<file path="config.mk">
export PLATFORM = sky130hd
export DESIGN_NAME = mac_seq_ctrl_flat
export DESIGN_NICKNAME = d
export VERILOG_FILES = /design/src/rtl/mac_ctrl_pkg.sv /design/src/rtl/mac_seq_ctrl_if.sv /design/src/rtl/mac_seq_ctrl_onehot_walker.sv /design/src/rtl/mac_seq_ctrl.sv /design/src/flat_wrapper.sv
export SDC_FILE = /design/constraint.sdc
export NUM_CORES = 1
export LEC_CHECK = 0
export BUFFER_PORTS_ARGS = -buffer_cell sky130_fd_sc_hd__buf_4
export CORE_MARGIN = 1.5
export CORE_UTILIZATION = 58
export CTS_CLUSTER_SIZE = 28
export DETAILED_ROUTE_END_ITERATION = 16
export GPL_TIMING_DRIVEN = 0
export PLACE_DENSITY_LB_ADDON = 0.2
export SYNTH_ARGS = -nofsm -noshare
export SYNTH_HDL_FRONTEND = slang
export SYNTH_SLANG_ARGS = --single-unit
</file>
<file path="constraint.sdc">
create_clock -name clk -period 4.2 [get_ports clk]
set_clock_uncertainty 0.1 [all_clocks]
set_input_delay 0.42 -clock clk [delete_from_list [all_inputs] [get_ports clk]]
set_output_delay 0.42 -clock clk [all_outputs]
set_load 0.05 [all_outputs]
</file>
<file path="src/rtl/mac_ctrl_pkg.sv">
// Shared types and derived-timing helpers for the neuron MAC sequencer.
package mac_ctrl_pkg;

  typedef enum logic [2:0] {
    S_IDLE  = 3'd0,
    S_RUN   = 3'd1,
    S_DRAIN = 3'd2,
    S_FIRE  = 3'd3,
    S_DONE  = 3'd4
  } state_t;

  function automatic int unsigned clog2(input int unsigned v);
    int unsigned r;
    r = 0;
    for (int i = 0; i < 32; i++) begin
      if ((64'(1) << i) < 64'(v)) r = 32'(i + 1);
    end
    return r;
  endfunction

  // Last step of the tap sweep or the lane walk, whichever ends later.
  function automatic int unsigned t_end(input int unsigned num_taps,
                                        input int unsigned num_en,
                                        input int unsigned en_start);
    int unsigned walk;
    walk = en_start + num_en - 1;
    return (num_taps - 1 > walk) ? num_taps - 1 : walk;
  endfunction

  function automatic int unsigned t_fire(input int unsigned num_taps,
                                         input int unsigned num_en,
                                         input int unsigned en_start,
                                         input int unsigned pipe_lat);
    return t_end(num_taps, num_en, en_start) + pipe_lat;
  endfunction

endpackage

</file>
<file path="src/rtl/mac_seq_ctrl_if.sv">
// Start/stall handshake and select/enable bus between the loader and the MAC array.
interface mac_seq_ctrl_if #(
  parameter int unsigned SEL_W  = 5,
  parameter int unsigned NUM_EN = 28
);
  logic              Input_Valid;
  logic              Stall;
  logic [SEL_W-1:0]  WeightX_Select;
  logic [SEL_W-1:0]  PixelX_Select;
  logic [NUM_EN-1:0] ENX_Int;
  logic              ENX;
  logic              Output_Valid;
  logic              Busy;
  logic              Start_Drop;

  modport master (
    output Input_Valid, Stall,
    input  WeightX_Select, PixelX_Select, ENX_Int, ENX, Output_Valid, Busy, Start_Drop
  );

  modport slave (
    input  Input_Valid, Stall,
    output WeightX_Select, PixelX_Select, ENX_Int, ENX, Output_Valid, Busy, Start_Drop
  );
endinterface

</file>
<file path="src/rtl/mac_seq_ctrl_onehot_walker.sv">
// One-hot lane-enable register: shifts toward the MSB, saturates there, reloads bit0 on clear.
module onehot_walker #(
  parameter int unsigned NUM_EN = 28
) (
  input  logic              clk,
  input  logic              GlobalReset,
  input  logic              clear,
  input  logic              shift_en,
  output logic [NUM_EN-1:0] lanes
);

  always_ff @(posedge clk or posedge GlobalReset) begin
    if (GlobalReset)                         lanes <= NUM_EN'(1);
    else if (clear)                          lanes <= NUM_EN'(1);
    else if (shift_en && !lanes[NUM_EN-1])   lanes <= lanes << 1;
  end

endmodule

</file>
<file path="src/rtl/mac_seq_ctrl.sv">
// Pass sequencer for the MAC datapath: steps tap selects, walks lane enables,
// then fires ENX and Output_Valid after the pipeline drain.
module mac_seq_ctrl
  import mac_ctrl_pkg::*;
#(
  parameter int unsigned NUM_TAPS         = 28,
  parameter int unsigned SEL_W            = 5,
  parameter int unsigned NUM_EN           = 28,
  parameter int unsigned EN_START         = 24,
  parameter int unsigned PIPE_LAT         = 13,
  parameter int unsigned RESTART_ON_START = 1
) (
  input logic            clk,
  input logic            GlobalReset,
  mac_seq_ctrl_if.slave  bus
);

  localparam int unsigned T_END_C  = t_end(NUM_TAPS, NUM_EN, EN_START);
  localparam int unsigned T_FIRE_C = t_fire(NUM_TAPS, NUM_EN, EN_START, PIPE_LAT);
  localparam int unsigned CNT_W    = clog2(T_FIRE_C + 2);
  localparam int unsigned SEL_MAX  = NUM_TAPS - 1;

  if (PIPE_LAT < 1) begin : g_bad_pipe_lat
    $error("mac_seq_ctrl: PIPE_LAT must be at least 1");
  end
  if (NUM_EN < 1) begin : g_bad_num_en
    $error("mac_seq_ctrl: NUM_EN must be at least 1");
  end
  if ((64'(1) << SEL_W) < 64'(NUM_TAPS)) begin : g_bad_sel_w
    $error("mac_seq_ctrl: SEL_W too narrow for NUM_TAPS");
  end

  state_t           state_q, state_d;
  logic [CNT_W-1:0] t_q, t_d, t_inc;
  logic [SEL_W-1:0] sel_q, sel_d;
  logic             enx_q, enx_d;
  logic             ov_q, ov_d;
  logic             busy_q, busy_d;
  logic             drop_q, drop_d;
  logic             clear_c, shift_c;
  logic             restart_c;

  assign t_inc     = t_q + CNT_W'(1);
  assign restart_c = bus.Input_Valid && (RESTART_ON_START != 0);

  always_ff @(posedge clk or posedge GlobalReset) begin
    if (GlobalReset) begin
      state_q <= S_IDLE;
      t_q     <= '0;
      sel_q   <= '0;
      enx_q   <= 1'b0;
      ov_q    <= 1'b0;
      busy_q  <= 1'b0;
      drop_q  <= 1'b0;
    end else begin
      state_q <= state_d;
      t_q     <= t_d;
      sel_q   <= sel_d;
      enx_q   <= enx_d;
      ov_q    <= ov_d;
      busy_q  <= busy_d;
      drop_q  <= drop_d;
    end
  end

  // Next-state and next-output logic; "start" always wins over stall.
  always_comb begin
    state_d = state_q;
    t_d     = t_q;
    sel_d   = sel_q;
    enx_d   = 1'b0;
    ov_d    = 1'b0;
    busy_d  = busy_q;
    drop_d  = 1'b0;
    clear_c = 1'b0;
    shift_c = 1'b0;

    case (state_q)
      S_IDLE: begin
        if (bus.Input_Valid) begin
          state_d = S_RUN;
          busy_d  = 1'b1;
          clear_c = 1'b1;
        end
      end
      S_RUN, S_DRAIN: begin
        if (restart_c) begin
          state_d = S_RUN;
          t_d     = '0;
          sel_d   = '0;
          clear_c = 1'b1;
        end else begin
          drop_d = bus.Input_Valid;
          if (!bus.Stall) begin
            t_d     = t_inc;
            sel_d   = (t_inc >= CNT_W'(SEL_MAX)) ? SEL_W'(SEL_MAX) : SEL_W'(t_inc);
            shift_c = (t_q >= CNT_W'(EN_START));
            if (t_inc == CNT_W'(T_FIRE_C)) begin
              state_d = S_FIRE;
              enx_d   = 1'b1;
            end else if (t_inc > CNT_W'(T_END_C)) begin
              state_d = S_DRAIN;
            end
          end
        end
      end
      S_FIRE: begin
        if (restart_c) begin
          state_d = S_RUN;
          t_d     = '0;
          sel_d   = '0;
          clear_c = 1'b1;
        end else begin
          drop_d  = bus.Input_Valid;
          state_d = S_DONE;
          t_d     = t_inc;
          ov_d    = 1'b1;
        end
      end
      S_DONE: begin
        t_d     = '0;
        sel_d   = '0;
        clear_c = 1'b1;
        if (bus.Input_Valid) begin
          state_d = S_RUN;
        end else begin
          state_d = S_IDLE;
          busy_d  = 1'b0;
        end
      end
      default: begin
        state_d = S_IDLE;
        t_d     = '0;
        sel_d   = '0;
        busy_d  = 1'b0;
        clear_c = 1'b1;
      end
    endcase
  end

  onehot_walker #(.NUM_EN(NUM_EN)) u_walker (
    .clk         (clk),
    .GlobalReset (GlobalReset),
    .clear       (clear_c),
    .shift_en    (shift_c),
    .lanes       (bus.ENX_Int)
  );

  assign bus.WeightX_Select = sel_q;
  assign bus.PixelX_Select  = sel_q;
  assign bus.ENX            = enx_q;
  assign bus.Output_Valid   = ov_q;
  assign bus.Busy           = busy_q;
  assign bus.Start_Drop     = drop_q;

endmodule
</file>
<file path="src/flat_wrapper.sv">
// flat-port wrapper written by rule: the top's interface ports become plain ports
module mac_seq_ctrl_flat import mac_ctrl_pkg::*;
#(
  parameter int unsigned NUM_TAPS         = 28,
  parameter int unsigned SEL_W            = 5,
  parameter int unsigned NUM_EN           = 28,
  parameter int unsigned EN_START         = 24,
  parameter int unsigned PIPE_LAT         = 13,
  parameter int unsigned RESTART_ON_START = 1
)
  (clk, GlobalReset, bus_Input_Valid, bus_Stall, bus_WeightX_Select, bus_PixelX_Select, bus_ENX_Int, bus_ENX, bus_Output_Valid, bus_Busy, bus_Start_Drop);
  mac_seq_ctrl_if #(.SEL_W(SEL_W), .NUM_EN(NUM_EN)) bus_i ();
  input logic clk;
  input logic GlobalReset;
  input wire logic [$bits(bus_i.Input_Valid)-1:0] bus_Input_Valid;
  input wire logic [$bits(bus_i.Stall)-1:0] bus_Stall;
  output wire logic [$bits(bus_i.WeightX_Select)-1:0] bus_WeightX_Select;
  output wire logic [$bits(bus_i.PixelX_Select)-1:0] bus_PixelX_Select;
  output wire logic [$bits(bus_i.ENX_Int)-1:0] bus_ENX_Int;
  output wire logic [$bits(bus_i.ENX)-1:0] bus_ENX;
  output wire logic [$bits(bus_i.Output_Valid)-1:0] bus_Output_Valid;
  output wire logic [$bits(bus_i.Busy)-1:0] bus_Busy;
  output wire logic [$bits(bus_i.Start_Drop)-1:0] bus_Start_Drop;
  assign bus_i.Input_Valid = bus_Input_Valid;
  assign bus_i.Stall = bus_Stall;
  assign bus_WeightX_Select = bus_i.WeightX_Select;
  assign bus_PixelX_Select = bus_i.PixelX_Select;
  assign bus_ENX_Int = bus_i.ENX_Int;
  assign bus_ENX = bus_i.ENX;
  assign bus_Output_Valid = bus_i.Output_Valid;
  assign bus_Busy = bus_i.Busy;
  assign bus_Start_Drop = bus_i.Start_Drop;
  mac_seq_ctrl #(.NUM_TAPS(NUM_TAPS), .SEL_W(SEL_W), .NUM_EN(NUM_EN), .EN_START(EN_START), .PIPE_LAT(PIPE_LAT), .RESTART_ON_START(RESTART_ON_START)) u_core (.clk(clk), .GlobalReset(GlobalReset), .bus(bus_i));
endmodule
</file>
==> metrics.md, run 1 <==
| Metric | Value |
|---|---|
| Result of the run | `complete, no violations` |
| PostCTS Resize Cnt | `0` |
| Fraction of the mapped netlist area in compound gates | `16.9%` |
| Max IR drop VDD | `420 uV` |
| Worst R2R Start | `u_core.t_q[1]` |
| Final hold violations | `0` |
| Synth Area in Simple Gates | `19.3%` |
| Post-route ant nets | `0` |
| Fraction of the mapped netlist area in adder cells | `2.09%` |
| Cells after synthesis | `257` |
| DRC violation total after the first TritonRoute iteration | `170` |
| Post-Synth XOR/XNOR Area | `1.92%` |
| Register-to-register path setup slack | `1370 ps` |
| Post-synthesis instance area | `0.00228 mm2` |
| Residual overflow from global routing | `0` |
| Post-CTS Repair Setup Buffers | `0` |
| Number of antenna violations at the first check in global routing | `0` |
| Die span in x | `65.7 um` |
| Worst slew slack as a fraction of its limit | `48.3%` |
| Arrival time at the worst endpoint | `2870 ps` |
| Largest area contributor in the netlist | `dfrtp_1` |
| ANT cells | `0` |
| I/O pin cnt | `46` |
| Average wire per cell in the routed design | `14.2 um` |
| Max cap viols | `0` |
| CTS Buffer Depth | `2` |
| DP HPWL | `3.61 mm` |
| Setup repair after global routing missed its margin | `no` |
| Clock slew at the register clock pins of the worst setup and hold paths | `90 ps` |
| Kind of critical path | `register to register` |
| Area share of the largest cell type after synthesis | `49.4%` |
| Total GRT Usage | `25.6%` |
| Internal Dissipation | `0.000734 W` |
| Total Neg Setup Slack | `0 ps` |
| Buf+Inv Stages, Crit Path | `1` |
| Final routed wirelength across all metal layers | `5.08 mm` |
| Final setup violating endpoints | `0` |
| Number of synthesized register bits | `46` |
| Sequential element share of the synthesized area | `50.5%` |
| Die Area | `0.00432 mm2` |
| Global-route wire length before repair | `8.34 mm` |
| Overall die height | `65.7 um` |
| Proportion of synthesized flip-flops having asynchronous set or reset | `100%` |
| Number of rows created at floorplan | `22` |
| Slowest cell delay on critical path | `610 ps` |
| Worst path slowest cell | `a2111oi_0` |
| Fin crit share | `67.3%` |
| Number of enable flip-flop cells after synthesis | `0` |
| Cell with the most instances after synthesis | `nand2_1` |
| Share of total power consumed by net switching | `32.7%` |
| Share of total power in combinational logic | `25.6%` |
| Slew at the pin with the worst max-slew slack | `756 ps` |
| Critical path peak fanout | `8` |
| Mux share of post-synthesis cell area | `0.933%` |
| Count of warnings emitted by yosys | `0` |
| Final weighted congestion in routability-driven placement | `0.906` |
| Max Clk Rate | `354 MHz` |
| Area added between synthesis and finish | `22.5%` |
| Fin worst setup slack | `1370 ps` |
| Placement-stage worst setup slack | `1470 ps` |
| Req. time, crit path | `4240 ps` |
| Number of max-slew violations in the final report | `0` |
| Number of nets in the layout | `315` |
| Leakage | `1.28 nW` |
| P per Cell Area | `391 mW/mm2` |
| Vias/cell | `5.62` |
| CTS Root Cell | `clkbuf_8` |
| Fraction of layout instances using a drive strength above 1 | `23.3%` |
| Final critical-path required period | `2830 ps` |
| Commonest cells post-synth | `nand2_1 (67), dfrtp_1 (45), a21oi_1 (33), nor2_1 (13), o21ai_0 (11)` |
| Number of sinks on the clock net | `46` |
| Critical path's top delay family | `compound AO/OA/AOI/OAI gates` |
| Port buffer count | `43` |
| Share of power burned in the clock network | `30.0%` |
| Num CTS Buffers | `5` |
| Syn nets | `264` |
| Pin count of the biggest net entering global routing | `29` |
| Core outline area | `0.00372 mm2` |
| End of the worst register-to-register path | `u_core.state_q[1]` |
| Worst min path class | `primary input to async pin` |
| Number of cell instances on the worst register-to-register path | `7` |
| Largest cells by area after synthesis | `dfrtp_1 (49%), nand2_1 (11%), a21oi_1 (7.2%)` |
| Number of unique standard cell types used by synthesis | `43` |
| Clock tree from TritonCTS | `yes` |
| Largest family of logic cells by synthesized area | `simple AND/OR/NAND/NOR gates` |
| Net Sw Power | `0.000357 W` |
| Power share of the sequential group | `44.4%` |
| Total via count in the routed design | `2007` |
| Hold buffer count at cts | `0` |
| Type of element capturing the critical path | `register` |
| Worst-skew pair later-pin latency | `300 ps` |
| Initial standard-cell utilization of the core | `61.3%` |
| Launching element type of the critical path | `register` |
| Number of search-and-repair iterations in the first detailed-routing pass | `4` |
| Flip-flop cell with the highest count after synthesis | `dfrtp_1` |
| DRC violation count after routing | `0` |
| Synthesized area per cell | `8.87 um2` |
| CP Cell Sequence | `ha_1 -> clkbuf_1 -> nand3_1 -> o21a_1 -> or2_2 -> a2111oi_0 -> o32ai_1` |
| Vias in the first global route | `1861` |
| CTS HTree Levels | `2` |
[sequential cells by signal (all words and copies together) (netlist names)]
signal,count
u_core.u_walker.lanes,28
u_core.t_q,7
u_core.bus.PixelX_Select,5
u_core.state_q,3
u_core.bus.Busy,1
u_core.bus.ENX,1
u_core.bus.Output_Valid,1
[worst reg2reg max path, stage by stage, from the launching register on]
cell and delay [ps]:
dfrtp_1 490, ha_1 200, clkbuf_1 330, nand3_1 230, o21a_1 250, or2_2 290
a2111oi_0 610, o32ai_1 200
[per-layer routing]
layer	wire length [um]	part of all wire (%)	up-vias	global-route usage [%]
met3	355	7.0	6	6.16
met4	46	0.91	0	8.59
met1	2250	44	964	34.7
met2	2420	48	71	40.5
met5	0	0	-	0
li1	-	-	966	-
[power groups by stage]
stage          Combinational [W]  Clock (W)  Sequential [W]
6_report                0.000279   0.000328        0.000485
4_1_cts                 0.000278   0.000329        0.000484
3_3_place_gp            0.000267          0        0.000492
5_1_grt                 0.000301   0.000344        0.000487
3_5_place_dp            0.000275          0        0.000493
2_1_floorplan           0.000167          0        0.000529
[worst max path at each step]
stage	endpoint	start	depth (start not counted)	slack (ps)
finish	u_core.state_q[1]	u_core.t_q[1]	7	1370
global route	u_core.state_q[1]	u_core.t_q[1]	7	1190
CTS	u_core.state_q[1]	u_core.t_q[1]	7	1420
detailed placement	u_core.state_q[1]	u_core.t_q[1]	7	1470
global placement	u_core.state_q[1]	u_core.t_q[1]	7	1470
floorplan	u_core.u_walker.lanes[13]	bus_Input_Valid	10	1840
[stage by stage]
stage                     power, W  area [um2]  hold slack, ps  std cells  util, %
after floorplan           0.000697        2280             396        257        -
after global placement    0.000758        2660             359        348     71.6
after detailed placement  0.000768        2680             353        349     72.2
after CTS                  0.00109        2790            27.0        357     75.2
after global routing       0.00113        2790            43.1        357     75.2
final                      0.00109        2790            11.8        357     75.2
[placed cells by master (no fill, tap or decap), types with 2 or more instances in the layout]
master | synthesis | layout
a211oi_1 | 2 | 2
a21o_1 | 2 | 2
a21oi_1 | 33 | 33
a22oi_1 | 3 | 3
a31oi_1 | 2 | 2
buf_2 | 5 | 5
buf_4 | 6 | 49
buf_6 | 5 | 5
clkbuf_1 | 9 | 10
clkbuf_8 | 0 | 5
dfrtp_1 | 45 | 45
ha_1 | 3 | 3
inv_1 | 7 | 6
nand2_1 | 67 | 67
nand3_1 | 6 | 6
nor2_1 | 13 | 13
nor3_1 | 5 | 5
nor4_1 | 2 | 2
o21ai_0 | 11 | 11
o22a_1 | 2 | 2
o22ai_1 | 2 | 2
or3_1 | 2 | 2
xor2_1 | 4 | 4
[cell families after synthesis]
kind of cell    after synthesis
simple gates                102
compound gates               65
flops                        46
buf+inv                      32
xor+xnor                      5
fa+ha+maj                     4
mux                           2
other cells                   1
[cell type report]
class / instances / area (um2)
Sequential cell: 46 / 1150
Multi-Input combinational cell: 179 / 941
Fill cell: 307 / 923
Timing Repair Buffer: 44 / 343
Buffer: 25 / 160
Clock buffer: 6 / 72.6
Tap cell: 48 / 60.1
Clock inverter: 2 / 37.5
Inverter: 7 / 26.3
(Power assumes the default switching activity.)
==> inputs of run 2 (changes only) <==
- CORE_UTILIZATION: 58 -> 49
- clock period: 4.2 -> 2.3 ns (I/O delays scaled with it)
==> run 2 against run 1 <==
  * Sequential share of layout area is 0.93 points lower
  * Clock power grew 51%
  * Combinational power up 98%
  * Total power up 78%
  * Sequential power is 84% higher
  * Count of clock-buffer cells in the layout unchanged
  * Largest power group unchanged
==> metrics.md, run 2 (synthesis gave the netlist of run 1 again) <==
| Metric | Value |
|---|---|
| Final weighted congestion in routability-driven placement | `0.901` |
| Post-route ant nets | `0` |
| Pin count of the biggest net entering global routing | `25` |
| Number of nets in the layout | `314` |
| ANT cells | `0` |
| Number of inserted filler cells in the final layout | `378` |
| Hold path cells | `3` |
| Placed cells | `353` |
| Worst-skew pair later-pin latency | `290 ps` |
| Result of the run | `complete, no violations` |
| Most Frequent Cell on Critical Path | `buf_6` |
| Critical path peak fanout | `10` |
| Number of search-and-repair iterations in the first detailed-routing pass | `4` |
| Num CTS Buffers | `5` |
| Core outline area | `0.00441 mm2` |
| Max Clk Rate | `454 MHz` |
| Launching element type of the critical path | `register` |
| Initial standard-cell utilization of the core | `51.6%` |
| Final-layout worst hold slack | `167 ps` |
| CTS Root Cell | `clkbuf_8` |
| DRC violation total after the first TritonRoute iteration | `131` |
| Number of max-slew violations in the final report | `0` |
| Die span in x | `71.2 um` |
| Final routed wirelength across all metal layers | `5.07 mm` |
| Clock tree from TritonCTS | `yes` |
| Port buffer count | `43` |
| Worst min path class | `primary input to register` |
| Register containing the most flip-flops in the final layout | `u_core.u_walker.lanes` |
| Leakage | `1.31 nW` |
| Worst slew slack as a fraction of its limit | `61.3%` |
| Clock slew at the register clock pins of the worst setup and hold paths | `90 ps` |
| Most common library cell in the layout ignoring fill and taps | `nand2_1` |
| Worst path slowest cell | `or3_4` |
| Req. time, crit path | `2360 ps` |
| Setup repair after global routing missed its margin | `no` |
| Fin crit share | `95.7%` |
| Overall die height | `71.2 um` |
| Die Area | `0.00507 mm2` |
| Residual overflow from global routing | `0` |
| Slew at the pin with the worst max-slew slack | `576 ps` |
| Arrival time at the worst endpoint | `2260 ps` |
| CP Cell Sequence | `buf_6 -> or2_4 -> or3_4 -> buf_6 -> or3_4 -> buf_6 -> nand2_1 -> a21oi_1` |
| Register-to-register path setup slack | `100 ps` |
| CTS Buffer Depth | `2` |
| Final setup violating endpoints | `0` |
| Vias/cell | `5.48` |
| Max IR drop VDD | `540 uV` |
| Vias in the first global route | `1744` |
| Final hold violations | `0` |
| Area added between synthesis and finish | `25.5%` |
| Number of rows created at floorplan | `24` |
| Worst R2R Start | `u_core.state_q[2]` |
| Largest register FFs | `28` |
| Number of sinks on the clock net | `46` |
| Total via count in the routed design | `1972` |
| Slowest cell delay on critical path | `420 ps` |
| End of the worst register-to-register path | `u_core.u_walker.lanes[23]` |
| Final critical-path required period | `2200 ps` |
| Number of antenna violations at the first check in global routing | `0` |
| Top library cells by usage in the layout, fill and taps aside | `nand2_1 (67), buf_4 (54), dfrtp_1 (44)` |
| I/O pin cnt | `46` |
| DP HPWL | `3.61 mm` |
| Endpoint of the worst hold-timing path | `u_core.bus.Busy` |
| Type of element capturing the critical path | `register` |
| DRC violation count after routing | `0` |
| CTS HTree Levels | `2` |
| Average wire per cell in the routed design | `14.1 um` |
| Kind of critical path | `register to register` |
| Number of cell instances on the worst register-to-register path | `8` |
| Worst Min Path Start | `bus_Input_Valid` |
| Final standard cell count with taps included and fillers excluded | `360` |
| Global-route wire length before repair | `8.40 mm` |
| P per Cell Area | `679 mW/mm2` |
| Fraction of layout instances using a drive strength above 1 | `27.3%` |
| Total GRT Usage | `20.8%` |
| Max cap viols | `0` |
-- run 2: cell types whose count changed in the layout (fill, tap and decap cells not counted), sizes merged --
cell	change
clkbuf	-3
clkinv	+2
buf	+1
bufinv	-1
clkinvlp	-1
dlygate4sd3	+1
-- run 2: worst max path at each step --
| stage | slack (ps) | end | start | cells after the start |
|---|---|---|---|---|
| after CTS | 30 | u_core.state_q[1] | u_core.t_q[0] | 8 |
| after detailed placement | -330 | u_core.state_q[1] | u_core.t_q[1] | 7 |
| after floorplan | 6 | u_core.u_walker.lanes[13] | u_core.state_q[2] | 10 |
| after global placement | -350 | u_core.state_q[1] | u_core.t_q[1] | 7 |
| after global routing | 5 | u_core.bus.ENX | u_core.t_q[2] | 5 |
| final | 100 | u_core.u_walker.lanes[23] | u_core.state_q[2] | 8 |
-- run 2: through the flow --
stage	setup WS, ps	cell area (um2)	total power (W)	setup TNS (ps)	utilization, %
final	98.2	2860	0.00194	0	64.8
after global routing	5.24	2860	0.00205	0	64.8
after CTS	28.5	2810	0.00191	0	63.6
after detailed placement	-329	2700	0.00141	-3590	61.1
after global placement	-347	2670	0.00139	-3300	60.4
after floorplan	5.63	2280	0.00127	0	-
-- run 2: per-layer routing --
metal / up-vias / share of wire (%) / GRT usage [%]
met1: 943 / 46 / 30.6
met3: 2 / 5.5 / 4.36
met4: 0 / 0.49 / 5.45
met5: - / 0 / 0
met2: 58 / 48 / 31.8
li1: 969 / - / -
-- run 2: area by class of cell --
class                      instances  area (um2)  area share, %
multi-input combinational        179        1000           35.1
timing repair buffer              48         383           13.4
sequential                        46        1150           40.3
inverter                           7        26.3          0.919
tap                               52        65.1           2.27
buffer                            20         141           4.94
clock inverter                     2        13.8          0.481
clock buffer                       6        72.6           2.54
-- run 2: timing repair --
item / CTS / global route
hold endpoints to repair: 22 / 0
resized for setup: 6 / 14
hold buffers: 1 / 0
buffers inserted: 1 / 2
endpoints found under the setup margin: 28 / 28
gates cloned: 0 / 0
pin swaps: 1 / 2
-- run 2: critical path: cells and delay by family, from the launching register on --
kind	cells	cell delay, ps
and+or+nand+nor	4	1080
buffers and inverters	3	430
DFF	1	380
AOI/OAI and AO/OA	1	70
-- run 2: where the power goes --
| group | switching [W] | internal, W | leakage, nW |
|---|---|---|---|
| logic | 0.000350 | 0.000203 | 0.638 |
| registers | 0.0000440 | 0.000850 | 0.627 |
| clock network | 0.000280 | 0.000215 | 0.0452 |
| total | 0.000674 | 0.00127 | 1.31 |
